===== config.mk =====
export PLATFORM = sky130hd
export DESIGN_NAME = inst_axi_bridge
export DESIGN_NICKNAME = d
export VERILOG_FILES = /design/src/rtl/inst_axi_bridge_pkg.sv /design/src/rtl/inst_axi_bridge.sv
export SDC_FILE = /design/constraint.sdc
export NUM_CORES = 1
export LEC_CHECK = 0
export BUFFER_PORTS_ARGS = -buffer_cell sky130_fd_sc_hd__buf_2
export CORE_MARGIN = 2
export CORE_UTILIZATION = 40
export CTS_BUF_LIST = sky130_fd_sc_hd__clkbuf_16
export CTS_CLUSTER_DIAMETER = 80
export CTS_CLUSTER_SIZE = 28
export DETAILED_ROUTE_END_ITERATION = 7
export PLACE_DENSITY_LB_ADDON = 0.05
export SYNTH_ARGS = -nofsm -noshare
export SYNTH_HDL_FRONTEND = slang
export SYNTH_SLANG_ARGS = --single-unit

===== constraint.sdc =====
create_clock -name clk -period 1.65 [get_ports clk]
set_clock_uncertainty 0.05 [all_clocks]
set_input_delay 0.0825 -clock clk [delete_from_list [all_inputs] [get_ports clk]]
set_output_delay 0.0825 -clock clk [all_outputs]
set_load 0.02 [all_outputs]

===== src/rtl/inst_axi_bridge_pkg.sv =====
// Shared definitions for the SRAM-like to AXI read bridges (instruction and data side).
package inst_axi_bridge_pkg;

  typedef enum logic [1:0] {
    S_IDLE = 2'd0,
    S_AR   = 2'd1,
    S_R    = 2'd2
  } bridge_state_t;

  localparam logic [1:0] BURST_INCR = 2'b01;
  localparam logic [2:0] SIZE_WORD  = 3'b010;
  localparam logic [7:0] LEN_SINGLE = 8'd0;

endpackage


===== src/rtl/inst_axi_bridge.sv =====
// Instruction-fetch bridge: turns SRAM-like fetch requests into single-beat AXI reads,
// with at most one transaction in flight.
module inst_axi_bridge #(
  parameter logic [3:0] ARID = 4'h0
) (
  input  logic        clk,
  input  logic        rst,

  input  logic        inst_req,
  input  logic        inst_wr,
  input  logic [1:0]  inst_size,
  input  logic [31:0] inst_addr,
  input  logic [31:0] inst_wdata,
  output logic        inst_addr_ok,
  output logic        inst_data_ok,
  output logic [31:0] inst_rdata,

  output logic [3:0]  arid,
  output logic [31:0] araddr,
  output logic [7:0]  arlen,
  output logic [2:0]  arsize,
  output logic [1:0]  arburst,
  output logic [1:0]  arlock,
  output logic [3:0]  arcache,
  output logic [2:0]  arprot,
  output logic        arvalid,
  input  logic        arready,

  input  logic [3:0]  rid,
  input  logic [31:0] rdata,
  input  logic [1:0]  rresp,
  input  logic        rlast,
  input  logic        rvalid,
  output logic        rready
);
  import inst_axi_bridge_pkg::*;

  bridge_state_t state;
  logic [31:0]   addr_q;
  logic [1:0]    size_q;

  // Fetch never writes, and the single-beat read ignores response sidebands.
  logic unused_inputs;
  assign unused_inputs = ^{inst_wr, inst_wdata, rid, rresp, rlast};

  assign inst_addr_ok = (state == S_IDLE) && inst_req;

  assign arid    = ARID;
  assign araddr  = addr_q;
  assign arlen   = LEN_SINGLE;
  assign arsize  = {1'b0, size_q};
  assign arburst = BURST_INCR;
  assign arlock  = 2'b00;
  assign arcache = 4'b0000;
  assign arprot  = 3'b000;

  // arvalid/rready are registered alongside the state so each is high only in its own state.
  always_ff @(posedge clk) begin
    if (rst) begin
      state        <= S_IDLE;
      arvalid      <= 1'b0;
      rready       <= 1'b0;
      inst_data_ok <= 1'b0;
      inst_rdata   <= 32'h0;
      addr_q       <= 32'h0;
      size_q       <= 2'b00;
    end else begin
      inst_data_ok <= 1'b0;
      case (state)
        S_IDLE: begin
          if (inst_req) begin
            addr_q  <= inst_addr;
            size_q  <= inst_size;
            arvalid <= 1'b1;
            state   <= S_AR;
          end
        end
        S_AR: begin
          if (arready) begin
            arvalid <= 1'b0;
            rready  <= 1'b1;
            state   <= S_R;
          end
        end
        S_R: begin
          if (rvalid) begin
            rready       <= 1'b0;
            inst_rdata   <= rdata;
            inst_data_ok <= 1'b1;
            state        <= S_IDLE;
          end
        end
        default: begin
          arvalid <= 1'b0;
          rready  <= 1'b0;
          state   <= S_IDLE;
        end
      endcase
    end
  end

endmodule


==> impl_metrics.ini, run 1 <==
[floorplan]
dieArea_um2 = 7370
start_util_pct = 41.7
core_region_area_um2 = 6420
die_h_um = 85.9
fp-row-count = 29
die_w_um = 85.9
ioPinCount = 205

[critical_path]
rr_worst_depth = 5
timing.rr.end = araddr[22]$_SDFFE_PP0P_
cpPeakStageDelay_ps = 500
critPathSlowestCell = or3b_1
critPathKind = register to output pin
path_cells = or3b_1 > clkinv_4 > buf_2
worst-path-max-fanout = 4
critPathArrivalTime_ps = 1390
rrSetupSlack_ps = 200
required_ps = 1520
rr_startpoint = state[1]$_SDFFE_PP0P_
worstSetupEndpointType = output pin
crit_path_start_kind = register

[status]
violations = DRC
outcome = finished, violations left

[placement]
dp_cells = 536
place_hpwl_um = 4240
gp_congestion = 0.710
numPortBuffers = 140
place_ws_ps = 308
place_area_um2 = 3340

[detailed_routing]
wl_met2_um = 3670
vias_per_cell = 4.50
wl_met1_um = 3090
ant_nets = 0
drtPass1Iterations = 7
wirelength_um = 7450
dr_total_vias = 2801
wl_per_cell_um = 12.0
routed.top_layer = met4
drc = 12
drtIter0Drc = 99
wl_met3_um = 558

[global_route]
grt_use_total_pct = 20.2
grt_pass1_wl_um = 11700
antenna_found_initial = 0
overflow = 0
grt_max_degree = 54
grt_pass1_vias = 2751

[cells_and_area]
postLayoutCoreUtil_pct = 67.3
antenna_cells = 0
final_cell_mix = buf_2 (140), nand2_1 (133), dfxtp_1 (71)
nFillCells = 527
nNetsFinal = 651
final_cells = 622
layout_commonest_cell = buf_2
seqCellArea_um2 = 1420
drive_above_1_share_pct = 30.6
area_growth_pct = 61.1
multi_input_area_um2 = 1020
final_cell_area_um2 = 4320

[synth]
synth_warnings = 0
syn_inst = 337
netlist.area_leader.share_pct = 53.0
ys_seq_area_share_pct = 53.0
synth.area.top_cells = dfxtp_1 (53%), nand2_1 (19%), a21oi_1 (13%), buf_4 (6.7%), buf_6 (2.1%)
synth.lib_cells_used.distinct = 19
synth_seq_cells = 71
yosysTopAreaCell = dfxtp_1
mappedNetlistArea_um2 = 2680
synth_area_per_cell_um2 = 7.96

[power]
peakVddDrop_mv = 0.644
leakage_nw = 2.04
pwr_density_cell_nw_per_um2 = 1000

[min_path]
min_from = rvalid
hp-class = input port to register
holdPathEnd = state[1]$_SDFFE_PP0P_
holdPathStages = 4

[clocking]
cts.sink_count = 71
cts_tree = done
clk_path_buf_depth = 2
cts_htree_levels = 3
clk_pin_slew_ps = 50
cts_buffers = 9
clk_latency_ps = 320
cts_resized = 0
cts_root_buf = clkbuf_16

[sta]
hold_viol_final = 0
period_share_pct = 92.1
final_max_slew_viol_count = 0
clock.fmax_ghz = 0.658
min_period_ps = 1520
fin_tns_setup_ps = 0
finalWorstSetupSlack_ps = 130
setup_viol = 0
rsz0062_at_grt = false

[run]
drv_cap = 0
## area by class of cell
class | instances | area share [%]
tap | 77 | 2.23
clock buffer | 9 | 5.21
inverter | 2 | 0.290
timing repair buffer | 216 | 34.2
timing repair inverter | 1 | 0.116
clock inverter | 7 | 1.48
multi-input combinational | 239 | 23.6
sequential | 71 | 32.9
## synth_stat cells
cell / number
a21oi_1: 70
a2bb2oi_1: 1
and3b_1: 1
buf_2: 5
buf_4: 24
buf_6: 5
clkbuf_1: 13
clkinv_4: 1
conb_1: 2
dfxtp_1: 71
inv_1: 1
nand2_1: 133
nand3b_1: 2
nor2_1: 3
nor2b_1: 1
nor3_1: 1
o31ai_1: 1
or3b_1: 1
or3b_2: 1
## routing by layer
layer / up-vias / GRT usage [%]
met2: 104 / 36.5
met5: - / 0
met4: 0 / 7.79
met1: 1252 / 21.7
li1: 1433 / -
met3: 12 / 6.35
## timing repair
action | CTS | global route
setup endpoints to repair | 1 | 0
setup buffers | 2 | 0
hold endpoints to repair | 67 | 0
hold buffers | 67 | 0
## report_power, final
group | internal, W | switching, W
Clock | 0.00115 | 0.000699
Sequential | 0.00179 | 0.0000333
Combinational | 0.000289 | 0.000360
Total | 0.00323 | 0.00109
## per-stage QoR
stage | hold WS [ps] | power [W]
6_report | 20.5 | 0.00433
3_5_place_dp | 278 | 0.00237
5_1_grt | 16.2 | 0.00451
4_1_cts | 11.5 | 0.00437
3_3_place_gp | 273 | 0.00237
2_1_floorplan | 168 | 0.00223
## registers in the layout, summed over array words and instances (netlist names)
signal / flops
inst_data_ok: 1
araddr: 32
rready: 1
inst_rdata: 32
arvalid: 1
state: 2
size_q: 2
## critical path: cells and delay by family (launching register included)
| kind | cells | cell delay (ps) |
|---|---|---|
| buffers and inverters | 2 | 260 |
| flip-flops | 1 | 300 |
| AND/OR/NAND/NOR | 1 | 500 |
## cells by family (layout without fill, tap and decap cells)
logic type,after synthesis,in the layout,share of synthesized area [%]
flip-flops,71,71,53.0
other,2,24,0.280
buffers and inverters,49,235,12.0
AO/OA/AOI/OAI,72,72,13.7
AND/OR/NAND/NOR,143,143,21.0
## worst max-delay path by stage
stage | startpoint | endpoint | slack (ps) | depth (start not counted)
6_report | state[1]$_SDFFE_PP0P_ | inst_addr_ok | 130 | 3
5_1_grt | state[1]$_SDFFE_PP0P_ | inst_addr_ok | 80 | 3
3_3_place_gp | state[1]$_SDFFE_PP0P_ | araddr[17]$_SDFFE_PP0P_ | 310 | 4
3_5_place_dp | state[1]$_SDFFE_PP0P_ | araddr[4]$_SDFFE_PP0P_ | 310 | 4
4_1_cts | state[1]$_SDFFE_PP0P_ | inst_addr_ok | 110 | 3
2_1_floorplan | state[1]$_SDFFE_PP0P_ | araddr[22]$_SDFFE_PP0P_ | 250 | 7
No activity file was read; power rests on OpenSTA's default activity.
==> inputs of run 2 (changes only) <==
--- a/config.mk
+++ b/config.mk
@@ -8,10 +8,10 @@
 export BUFFER_PORTS_ARGS = -buffer_cell sky130_fd_sc_hd__buf_2
 export CORE_MARGIN = 2
 export CORE_UTILIZATION = 40
-export CTS_BUF_LIST = sky130_fd_sc_hd__clkbuf_16
 export CTS_CLUSTER_DIAMETER = 80
 export CTS_CLUSTER_SIZE = 28
 export DETAILED_ROUTE_END_ITERATION = 7
+export HOLD_SLACK_MARGIN = 0.1
 export PLACE_DENSITY_LB_ADDON = 0.05
 export SYNTH_ARGS = -nofsm -noshare
 export SYNTH_HDL_FRONTEND = slang
==> run 2 against run 1 <==
The run still ends with DRC left. Sequential power hardly changed. Setup slack lost 12 ps. Register-to-register slack got worse by 80 ps. Power fell by 11%. Critical path depth did not move. Largest power group is now registers. Highest routed layer unchanged.
==> impl_metrics.ini, run 2 (synthesis results as in run 1) <==
[status]
outcome = finished, violations left
violations = DRC

[power]
p_comb_share_pct = 16.9
pwr-share-clk_pct = 35.9
switchingPower_w = 0.00105
p_sw_share_pct = 27.1
p_int_w = 0.00281
pwr_density_cell_nw_per_um2 = 907
power.total_w = 0.00386
leakage_nw = 2.01
seqPwrFrac_pct = 47.2
peakVddDrop_mv = 0.562

[cells_and_area]
drive_above_1_share_pct = 30.5
final_cell_mix = buf_2 (140), nand2_1 (133), dfxtp_1 (71)
final_cell_area_um2 = 4250
seqCellArea_um2 = 1420
area_growth_pct = 58.6
nFillCells = 555
layout_commonest_cell = buf_2
nNetsFinal = 653
antenna_cells = 0
multi_input_area_um2 = 1020

[floorplan]
die_h_um = 85.9
core_region_area_um2 = 6420
start_util_pct = 41.7
dieArea_um2 = 7370
ioPinCount = 205
die_w_um = 85.9
fp-row-count = 29

[global_route]
grt_max_degree = 54
grt_use_total_pct = 20.5
grt_pass1_vias = 2786
overflow = 0
antenna_found_initial = 0
grt_pass1_wl_um = 11900

[sta]
fin_tns_setup_ps = 0
final_max_slew_viol_count = 0
period_share_pct = 92.9
rsz0062_at_grt = false
clock.fmax_ghz = 0.653
finalWorstSetupSlack_ps = 118
min_period_ps = 1530
hold_viol_final = 0
holdWs_ps = 108
setup_viol = 0

[critical_path]
critPathSlowestCell = or3b_1
required_ps = 1520
critPathArrivalTime_ps = 1400
cpPeakStageDelay_ps = 500
path_delay_family = simple AND/OR/NAND/NOR gates
rr_worst_depth = 5
cp_num_cells = 3
path_cells = or3b_1 > clkinv_4 > buf_2
cp_num_buf_inv = 2
crit_path_start_kind = register
worst-path-max-fanout = 4
worstSetupEndpointType = output pin
critPathKind = register to output pin

[detailed_routing]
vias_per_cell = 4.49
wl_per_cell_um = 12.1
drtIter0Drc = 105
ant_nets = 0
dr_total_vias = 2804
drtPass1Iterations = 8
drc = 12
wirelength_um = 7570

[placement]
place_hpwl_um = 4240
place_area_um2 = 3340
gp_congestion = 0.710
place_ws_ps = 308
numPortBuffers = 140

[run]
drv_cap = 0

[clocking]
cts_buffers = 9
clk_pin_slew_ps = 80
cts_htree_levels = 3
cts_tree = done
clk_latency_ps = 340
clk_path_buf_depth = 2
cts_root_buf = clkbuf_8
cts.sink_count = 71

[min_path]
hp-class = input port to register
holdPathStages = 2
==> run 2: cell types whose count changed in the layout (fill, tap and decap cells not counted), sizes merged <==
cell	previous run	this run
buf	149	148
clkbuf	9	10
clkinv	6	5
dlygate4sd3	67	70
==> run 2: layout make-up <==
class	count	area share [%]
Clock buffer	10	3.24
Timing Repair Buffer	218	35.3
Tap cell	77	2.27
Sequential cell	71	33.4
Multi-Input combinational cell	239	24.0
Timing Repair inverter	1	0.118
Inverter	2	0.294
Clock inverter	6	1.41
==> run 2: worst register-to-register path: cells and delay by family, from the launching register on <==
kind | cells | cell delay, ps
flops | 1 | 310
simple gates | 1 | 50
buf+inv | 2 | 720
compound gates | 2 | 290
==> run 2: power groups by stage <==
stage	Combinational (W)	Sequential, W	Clock, W
after detailed placement	0.000510	0.00186	0
after floorplan	0.000279	0.00195	0
after global routing	0.000714	0.00183	0.00149
after CTS	0.000651	0.00182	0.00142
final	0.000652	0.00182	0.00138
after global placement	0.000509	0.00186	0
==> run 2: per-stage QoR <==
| stage | std cells | util (%) |
|---|---|---|
| after floorplan | 359 | - |
| after global placement | 536 | 52.0 |
| after detailed placement | 536 | 52.0 |
| after CTS | 624 | 66.2 |
| after global routing | 624 | 66.2 |
| final | 624 | 66.2 |
==> run 2: what timing repair did <==
action / 4_1_cts / 5_1_grt
hold buffers: 70 / 0
setup endpoints to repair: 1 / 0
setup buffers: 1 / 0
endpoints found under the hold margin: 70 / 0
resized for setup: 0 / 0
==> run 2: path summary, 6_finish.rpt <==
kind,start,endpoint,slack (ps)
worst max-delay path,state[1]$_SDFFE_PP0P_,inst_addr_ok,120
worst min-delay path,rst,araddr[8]$_SDFFE_PP0P_,110
worst min register to register,araddr[23]$_SDFFE_PP0P_,araddr[23]$_SDFFE_PP0P_,400
worst max register to register,state[0]$_SDFFE_PP0P_,rready$_SDFFE_PP0P_,120
==> run 2: metal layers <==
layer  routed length (um)  part of all wire, %  vias to the layer above  GRT usage [%]
met3                  590                  7.8                       11           6.35
met4                  107                  1.4                        0           8.23
li1                     -                    -                     1433              -
met2                 3820                   51                      105           37.5
met5                    0                    0                        -              0
met1                 3050                   40                     1255           21.6
